`src/rtl/tx_ctrl_pkg.sv`:
```
// Shared definitions for the TX power-up sequencer: state encoding, output bundle, defaults.
// Imported by tx_ctrl and by the receiver controller for its own defaults.
package tx_ctrl_pkg;

    localparam int TX_SETTLE_CYC  = 10;
    localparam int TX_CAL_TIMEOUT = 64;

    typedef enum logic [3:0] {
        S_IDLE     = 4'd0,
        S_BIAS_ST  = 4'd1,
        S_CAL_BIAS = 4'd2,
        S_SYNT_ST  = 4'd3,
        S_CAL_SYN  = 4'd4,
        S_PA_ST    = 4'd5,
        S_CAL_PA   = 4'd6,
        S_ON       = 4'd7,
        S_PD_PA    = 4'd8,
        S_PD_SYNT  = 4'd9,
        S_FAULT    = 4'd10
    } tx_state_e;

    typedef struct packed {
        logic err_tx;
        logic rdy_tx;
        logic cal_pa;
        logic cal_synt;
        logic cal_iref;
        logic pu_pa;
        logic pu_synt;
        logic pu_iref;
    } tx_out_t;

    // Output pattern belonging to a state; applied to the state being entered.
    function automatic tx_out_t tx_decode(input tx_state_e s);
        tx_out_t o;
        o = '0;
        case (s)
            S_BIAS_ST:  o.pu_iref = 1'b1;
            S_CAL_BIAS: begin o.pu_iref = 1'b1; o.cal_iref = 1'b1; end
            S_SYNT_ST:  begin o.pu_iref = 1'b1; o.pu_synt = 1'b1; end
            S_CAL_SYN:  begin o.pu_iref = 1'b1; o.pu_synt = 1'b1; o.cal_synt = 1'b1; end
            S_PA_ST:    begin o.pu_iref = 1'b1; o.pu_synt = 1'b1; o.pu_pa = 1'b1; end
            S_CAL_PA:   begin o.pu_iref = 1'b1; o.pu_synt = 1'b1; o.pu_pa = 1'b1; o.cal_pa = 1'b1; end
            S_ON:       begin o.pu_iref = 1'b1; o.pu_synt = 1'b1; o.pu_pa = 1'b1; o.rdy_tx = 1'b1; end
            S_PD_PA:    begin o.pu_iref = 1'b1; o.pu_synt = 1'b1; end
            S_PD_SYNT:  o.pu_iref = 1'b1;
            S_FAULT:    o.err_tx = 1'b1;
            default:    o = '0;
        endcase
        return o;
    endfunction

endpackage

```
`src/rtl/tx_ctrl.sv`:
```
// TX power-up sequencer: IREF -> SYNT -> PA with settle/calibrate steps, reverse-order power-down, latched CAL timeout.
// Outputs registered from next state (change on the same edge as the state); no input-to-output combinational path.
module tx_ctrl
    import tx_ctrl_pkg::*;
#(
    parameter int SETTLE_CYC  = TX_SETTLE_CYC,
    parameter int CAL_TIMEOUT = TX_CAL_TIMEOUT,
    parameter int CNT_W       = 8
) (
    input  logic clk,
    input  logic rst,
    input  logic pu_tx,
    input  logic rdy_iref,
    input  logic rdy_synt,
    input  logic rdy_pa,
    output logic pu_iref,
    output logic pu_synt,
    output logic pu_pa,
    output logic cal_iref,
    output logic cal_synt,
    output logic cal_pa,
    output logic rdy_tx,
    output logic err_tx
);

    localparam logic [CNT_W-1:0] SETTLE_LAST = CNT_W'(SETTLE_CYC - 1);
    localparam logic [CNT_W-1:0] CAL_LAST    = CNT_W'(CAL_TIMEOUT - 1);
    localparam logic [CNT_W-1:0] CNT_MAX     = '1;

    tx_state_e        state_q, state_d;
    logic [CNT_W-1:0] cnt_q, cnt_d;
    tx_out_t          out_q, out_d;

    logic settle_done;
    logic cal_expired;
    logic seq_active;

    always_comb begin
        settle_done = (cnt_q == SETTLE_LAST);
        cal_expired = (cnt_q == CAL_LAST);
        seq_active  = 1'b0;
        state_d     = state_q;

        case (state_q)
            S_IDLE:     if (pu_tx) state_d = S_BIAS_ST;
            S_BIAS_ST:  begin
                seq_active = 1'b1;
                if (settle_done) state_d = S_CAL_BIAS;
            end
            // RDY on the expiry edge still wins over the timeout.
            S_CAL_BIAS: begin
                seq_active = 1'b1;
                if (rdy_iref)         state_d = S_SYNT_ST;
                else if (cal_expired) state_d = S_FAULT;
            end
            S_SYNT_ST:  begin
                seq_active = 1'b1;
                if (settle_done) state_d = S_CAL_SYN;
            end
            S_CAL_SYN:  begin
                seq_active = 1'b1;
                if (rdy_synt)         state_d = S_PA_ST;
                else if (cal_expired) state_d = S_FAULT;
            end
            S_PA_ST:    begin
                seq_active = 1'b1;
                if (settle_done) state_d = S_CAL_PA;
            end
            S_CAL_PA:   begin
                seq_active = 1'b1;
                if (rdy_pa)           state_d = S_ON;
                else if (cal_expired) state_d = S_FAULT;
            end
            S_ON:       seq_active = 1'b1;
            S_PD_PA:    state_d = S_PD_SYNT;
            S_PD_SYNT:  state_d = S_IDLE;
            S_FAULT:    if (!pu_tx) state_d = S_IDLE;
            default:    state_d = S_IDLE;
        endcase

        // Dropping the request overrides any RDY or timeout outcome.
        if (seq_active && !pu_tx) state_d = S_PD_PA;

        if (state_d != state_q)     cnt_d = '0;
        else if (cnt_q == CNT_MAX)  cnt_d = cnt_q;
        else                        cnt_d = cnt_q + 1'b1;

        out_d = tx_decode(state_d);
    end

    always_ff @(posedge clk or posedge rst) begin
        if (rst) begin
            state_q <= S_IDLE;
            cnt_q   <= '0;
            out_q   <= '0;
        end else begin
            state_q <= state_d;
            cnt_q   <= cnt_d;
            out_q   <= out_d;
        end
    end

    assign pu_iref  = out_q.pu_iref;
    assign pu_synt  = out_q.pu_synt;
    assign pu_pa    = out_q.pu_pa;
    assign cal_iref = out_q.cal_iref;
    assign cal_synt = out_q.cal_synt;
    assign cal_pa   = out_q.cal_pa;
    assign rdy_tx   = out_q.rdy_tx;
    assign err_tx   = out_q.err_tx;

endmodule

```
`config.mk`:
```
export PLATFORM = sky130hd
export DESIGN_NAME = tx_ctrl
export DESIGN_NICKNAME = d
export VERILOG_FILES = /design/src/rtl/tx_ctrl_pkg.sv /design/src/rtl/tx_ctrl.sv
export SDC_FILE = /design/constraint.sdc
export NUM_CORES = 1
export LEC_CHECK = 0
export ABC_AREA = 1
export CORE_ASPECT_RATIO = 0.75
export CORE_MARGIN = 3
export CORE_UTILIZATION = 50
export DETAILED_ROUTE_END_ITERATION = 7
export GPL_TIMING_DRIVEN = 0
export PLACE_DENSITY_LB_ADDON = 0.2
export SLEW_MARGIN = 20
export SYNTH_ARGS = -nofsm -noshare
export SYNTH_HDL_FRONTEND = slang
export SYNTH_SLANG_ARGS = --single-unit
```
`constraint.sdc`:
```
create_clock -name clk -period 3.93 [get_ports clk]
set_input_delay 1.179 -clock clk [delete_from_list [all_inputs] [get_ports clk]]
set_output_delay 1.179 -clock clk [all_outputs]
set_load 0.05 [all_outputs]
```
---- Word level (Yosys, flattened, before mapping) ----
Cells that the tools add are included.
operators by class
  $add $sub $neg .......................... 1
  equality and inequality tests ........... 24
  multiplexer cells ....................... 22
  reduce and logical (&&, ||, !) cells .... 7
operators with widths
  operator                                                                number
  4-bit two-way mux                                                       10
  4-bit case mux with 10 select lines                                     1
  4-bit by 3-bit equality test with 1-bit output (second input constant)  8
  4-bit equality test (second input constant)                             5
  4-bit by 2-bit equality test with 1-bit output (second input constant)  4
  8-bit two-way mux                                                       2
  1-bit two-way mux                                                       9
  9-bit OR reduction                                                      1
  8-bit by 1-bit adder with 8-bit output (second input constant)          1
  4-bit by 1-bit equality test with 1-bit output (second input constant)  2
  8-bit by 4-bit equality test with 1-bit output (second input constant)  1
  8-bit by 6-bit equality test with 1-bit output (second input constant)  1
  8-bit equality test (second input constant)                             1
  7-bit OR reduction                                                      1
  6-bit OR reduction                                                      1
  4-bit zero test                                                         1
  4-bit inequality test                                                   1
  3-bit OR reduction                                                      1
  2-bit inequality test (second input constant)                           1
  1-bit logical AND                                                       1
  1-bit zero test                                                         1
storage, ports and cells
  register bits after elaboration ......... 20
  output and inout bits ................... 8
  logic and storage cells ................. 64

---- Logic depth before layout (Yosys ltp) ----
  depth after elaboration ................. 8
  depth in mapped cells ................... 14
  mapped depth without buffers ............ 14

---- Least setup slack after synthesis ----
No wires, ideal clock.
  kind .................................... input-to-reg
  start ................................... input pu_tx
  end ..................................... register cnt_q[4]
  setup time .............................. 0.122 ns
  arrival time ............................ 2.076 ns
  path slack .............................. 1.732 ns
  stages on the path ...................... 12
  buffers on the path ..................... 0
  cells stage by stage .................... nand2_1 > nor2_1 > nand2_1 > nand3_1 > nor2_1 > nand3_2 > nand2_4 > inv_4 > nor2_2 > nor2_4 > nand2_4 > nor2_2
on the way
  word-level cells in the longest chain between the ends .. 5
  elaborated cells on any way between the ends .. 9
  those cells by class .................... eq/ne (2); mux (5); reduce/logical (2)
RTL lines
  element                                                                      line                          RTL
  start, declared                                                              tx_ctrl.sv:12                 input logic pu_tx,
  4-bit two-way mux, or another cell as far along                              tx_ctrl.sv:77                 S_FAULT: if (!pu_tx) state_d = S_IDLE;
  4-bit case mux with 10 select lines or 1-bit logical AND (tied branches)     tx_ctrl.sv:44, tx_ctrl.sv:82
  4-bit two-way mux (*)                                                        tx_ctrl.sv:82                 if (seq_active && !pu_tx) state_d = S_PD_PA;
  via state_d[1]                                                               tx_ctrl.sv:30                 tx_state_e state_q, state_d;
  4-bit inequality test (*)                                                    tx_ctrl.sv:84                 if (state_d != state_q) cnt_d = '0;
  2-bit inequality test (no source line) or 8-bit two-way mux (tied branches)  n/a
  end signal, assigned                                                         tx_ctrl.sv:98                 cnt_q <= cnt_d;
  end, declared                                                                tx_ctrl.sv:31                 logic [CNT_W-1:0] cnt_q, cnt_d;
Mark *: on every way through the listed nets, which the timed path passes. The rest lies on a longest branch.
A chain may end at the register's enable or synchronous reset.

---- Worst setup path after layout ----
  start ................................... register out_q (netlist bit rdy_tx)
  end ..................................... output rdy_tx
RTL lines
  element                 line           RTL
  start, declared         tx_ctrl.sv:32  tx_out_t out_q, out_d;
  start signal, assigned  tx_ctrl.sv:99  out_q <= out_d;
  end, declared           tx_ctrl.sv:22  output logic rdy_tx,
No word-level cell between the ends.

==> impl_summary.txt <==
----------------------------------------------------
[STA]
  Max-slew violation count ... 0
  Accumulated negative setup slack ... 0 ns
  Unrepaired setup endpoints after global routing ... false
  Finish-stage setup viols ... 0
  Worst slew margin relative to its limit ... 0.494
  Final setup skew ... 0.00201 ns
  FMAX ... 380 MHz
  Crit share post-route ... 0.669
  Slew @ Worst Pin ... 0.758 ns
  Period minus WS final ... 2.63 ns
  Final-report hold violation count ... 0

[Cells and area]
  Synthesis-to-finish area growth ... 17.8%
  Final nets ... 192
  Count of antenna diodes in the layout ... 0
  Filler cell count ... 212
  Share of cells above drive strength 1 ... 0.213
  Final non-filler cell total ... 217
  Footprint of the flip-flops and latches ... 500 µm²
  Area of the multi-input gates ... 669 µm²

[Placement]
  Half-perimeter wire length after placement ... 2.08 mm
  Port Buf Inserts ... 13
  GPL Wtd Cong ... 0.944
  Placed Instances ... 213

[Worst setup path]
  Crit path buffers/inverters ... 1
  Crit path depth ... 1
  Cell chain of the critical path ... clkdlybuf4s50_1
  Worst EP required ... 2.75 ns
  Data arrival, critical path ... 1.45 ns
  Endpoint kind of the worst setup timing path ... primary output
  Max stage delay on crit path ... 0.80 ns
  Startpoint Class ... flip-flop
  Cell with the largest stage delay on the worst path ... sky130_fd_sc_hd__clkdlybuf4s50_1
  Startpoint-to-endpoint class of the critical path ... reg2out
  Crit path max fanout ... 1
  Depth of the worst register-to-register path ... 14
  Delay-heaviest family, CP ... buffers and inverters

[Routing]
  Final routed wirelength across all metal layers ... 2.74 mm
  Detailed Routing Iterations Pass 1 ... 4
  Number of DRC violations after detailed-routing iteration 0 ... 74
  Via density ... 5.21
  Antenna-violating nets left ... 0
  Post-DR wirelength/cell ... 12.6 µm
  Drt drc ... 0
  Total vias in the final route ... 1,131

[Run]
  Max-capacitance violation count ... 0

[Logic synthesis]
  Cell types occupying the most area after synthesis ... sky130_fd_sc_hd__dfrtp_1 (40%), sky130_fd_sc_hd__nand2_1 (12%), sky130_fd_sc_hd__nor2_2 (6.9%), sky130_fd_sc_hd__nor2_1 (5.6%), sky130_fd_sc_hd__nand3_1 (5.1%)
  Register bit count reported by yosys ... 20
  Number of warnings issued by yosys ... 0
  Library cell with the highest instance count after synthesis ... sky130_fd_sc_hd__nand2_1
  Most used DFF post-synth ... sky130_fd_sc_hd__dfrtp_1
  Cell area after synthesis ... 1270 µm²
  Leading post-synthesis cells by instance count ... sky130_fd_sc_hd__nand2_1 (40), sky130_fd_sc_hd__dfrtp_1 (20), sky130_fd_sc_hd__nor2_1 (19), sky130_fd_sc_hd__nor2_2 (14)
  Sequential cell area fraction in the yosys report ... 0.395
  Post-synth cell types ... 25
  Area share of the leading cell type in the synthesized netlist ... 0.395
  Avg Cell Area, Syn ... 7.63 µm²
  Mapped Nets ... 174
  Biggest area consumer among synthesized cells ... sky130_fd_sc_hd__dfrtp_1
  Number of flops mapped to enable cells by yosys ... 0
  Gate count after technology mapping ... 166
  Fraction of synthesis flops using an asynchronous set or reset pin ... 1.00

[Die]
  Row Count ... 15
  Count of boundary I/O pins ... 14
  Core Footprint ... 2350 µm²
  DIE WIDTH ... 64.1 µm
  Die outline height ... 49.6 µm
  Die Area ... 3180 µm²
  Starting utilization of the core area ... 0.540

[Clocking]
  Resized cells post-CTS ... 0
  Number of buffers inserted to repair setup after CTS ... 0
  Worst-Skew Late Latency ... 0.30 ns
  CTS tree ... yes
  Number of sinks handled by clock tree synthesis ... 20
  Root Buffer Master ... sky130_fd_sc_hd__clkbuf_4
  Number of buffers created by CTS ... 3
  Maximum buffer depth of the clock tree ... 2
  Count of hold buffers inserted by post-cts repair ... 0
  Register clock-pin slew on the reported worst setup and hold paths ... 0.11 ns
  H-tree levels ... 1

[Global routing]
  Antenna violations before repair ... 0
  Remaining global-route overflow ... 0
  GRT Overall Usage ... 0.192
  First-pass GRT wire length ... 4.82 mm
  Via count of the first global-routing pass ... 1,157
  Pin count of the biggest net entering global routing ... 21

[Power]
  Max IR drop VDD ... 0.000344 V
  Leak ... 0.000717 µW
  Power density cells ... 526 nW/µm²

[Status]
  Status ... finished, final reports clean

[Worst hold path]
  Class of the tightest hold or removal check ... reg2reg
  Number of cells on the worst hold path ... 2

----------------------------------------------------
worst paths after layout:
check / from / end / slack [ns]
max in group asynchronous: rst / cnt_q[6] / 2.15
worst min-delay path: cnt_q[5] / cnt_q[5] / 0.62
worst max register to register: cnt_q[0] / cnt_q[0] / 2.01
min in group asynchronous: rst / pu_pa / 1.30
worst max-delay path: rdy_tx / rdy_tx / 1.30
worst min register to register: cnt_q[5] / cnt_q[5] / 0.62
where the power goes:
group | switching (µW) | internal [µW] | leakage (µW)
combinational | 251 | 112 | 0.000418
sequential | 21.0 | 234 | 0.000272
clock | 62.7 | 103 | 0.0000279
total | 335 | 450 | 0.000717
layout make-up:
type,instances,area share
multi-input cells,125,0.449
flip-flops and latches,20,0.336
repair buffers,13,0.0872
inverters,19,0.0495
well taps,34,0.0285
clock inverters,1,0.0201
clock buffers,3,0.0151
plain buffers,2,0.0151
per-layer routing:
metal  track usage  wire length [µm]  share of wire
met5             0                 0              0
met4        0.0456                 0              0
met3        0.0615               166          0.061
met2         0.336              1390           0.51
met1         0.228              1180           0.43
per-stage QoR:
step | total power (µW) | worst slack (ns) | hold WS, ns | instance area, µm² | util
2_1_floorplan | 541 | 1.73 | 0.553 | 1270 | -
3_3_place_gp | 609 | 1.14 | 0.572 | 1440 | 0.613
3_5_place_dp | 622 | 1.04 | 0.576 | 1440 | 0.613
4_1_cts | 789 | 1.28 | 0.612 | 1490 | 0.636
5_1_grt | 837 | 1.25 | 0.670 | 1490 | 0.636
6_report | 785 | 1.30 | 0.617 | 1490 | 0.636
registers in the layout (all words and copies together) (netlist names):
register  count
rdy_tx        1
cnt_q         8
pu_pa         1
cal_iref      1
pu_synt       1
cal_pa        1
cal_synt      1
pu_iref       1
state_q       4
err_tx        1
cell families (layout without fill, tap and decap cells):
family,Yosys count,count (layout),share of synthesized area
mux,1,1,0.00791
fa+ha+maj,2,2,0.0198
xor+xnor,2,2,0.0138
simple gates,108,108,0.428
flops,20,20,0.395
compound gates,12,12,0.0593
buf+inv,21,38,0.0761
cell usage in the layout, fill, tap and decap left out, drive strengths merged:
cell type and n:
o211ai 1, nor3 4, mux2i 1, nand2 47, buf 2, a21oi 2
o21ai 8, clkdlybuf4s50 13, nor2 35, nand3 17, inv 18, a31oi 1
bufinv 1, nand4 5, dfrtp 20, ha 2, clkinv 1, xor2 2
clkbuf 3
(Power assumes the default switching activity.)
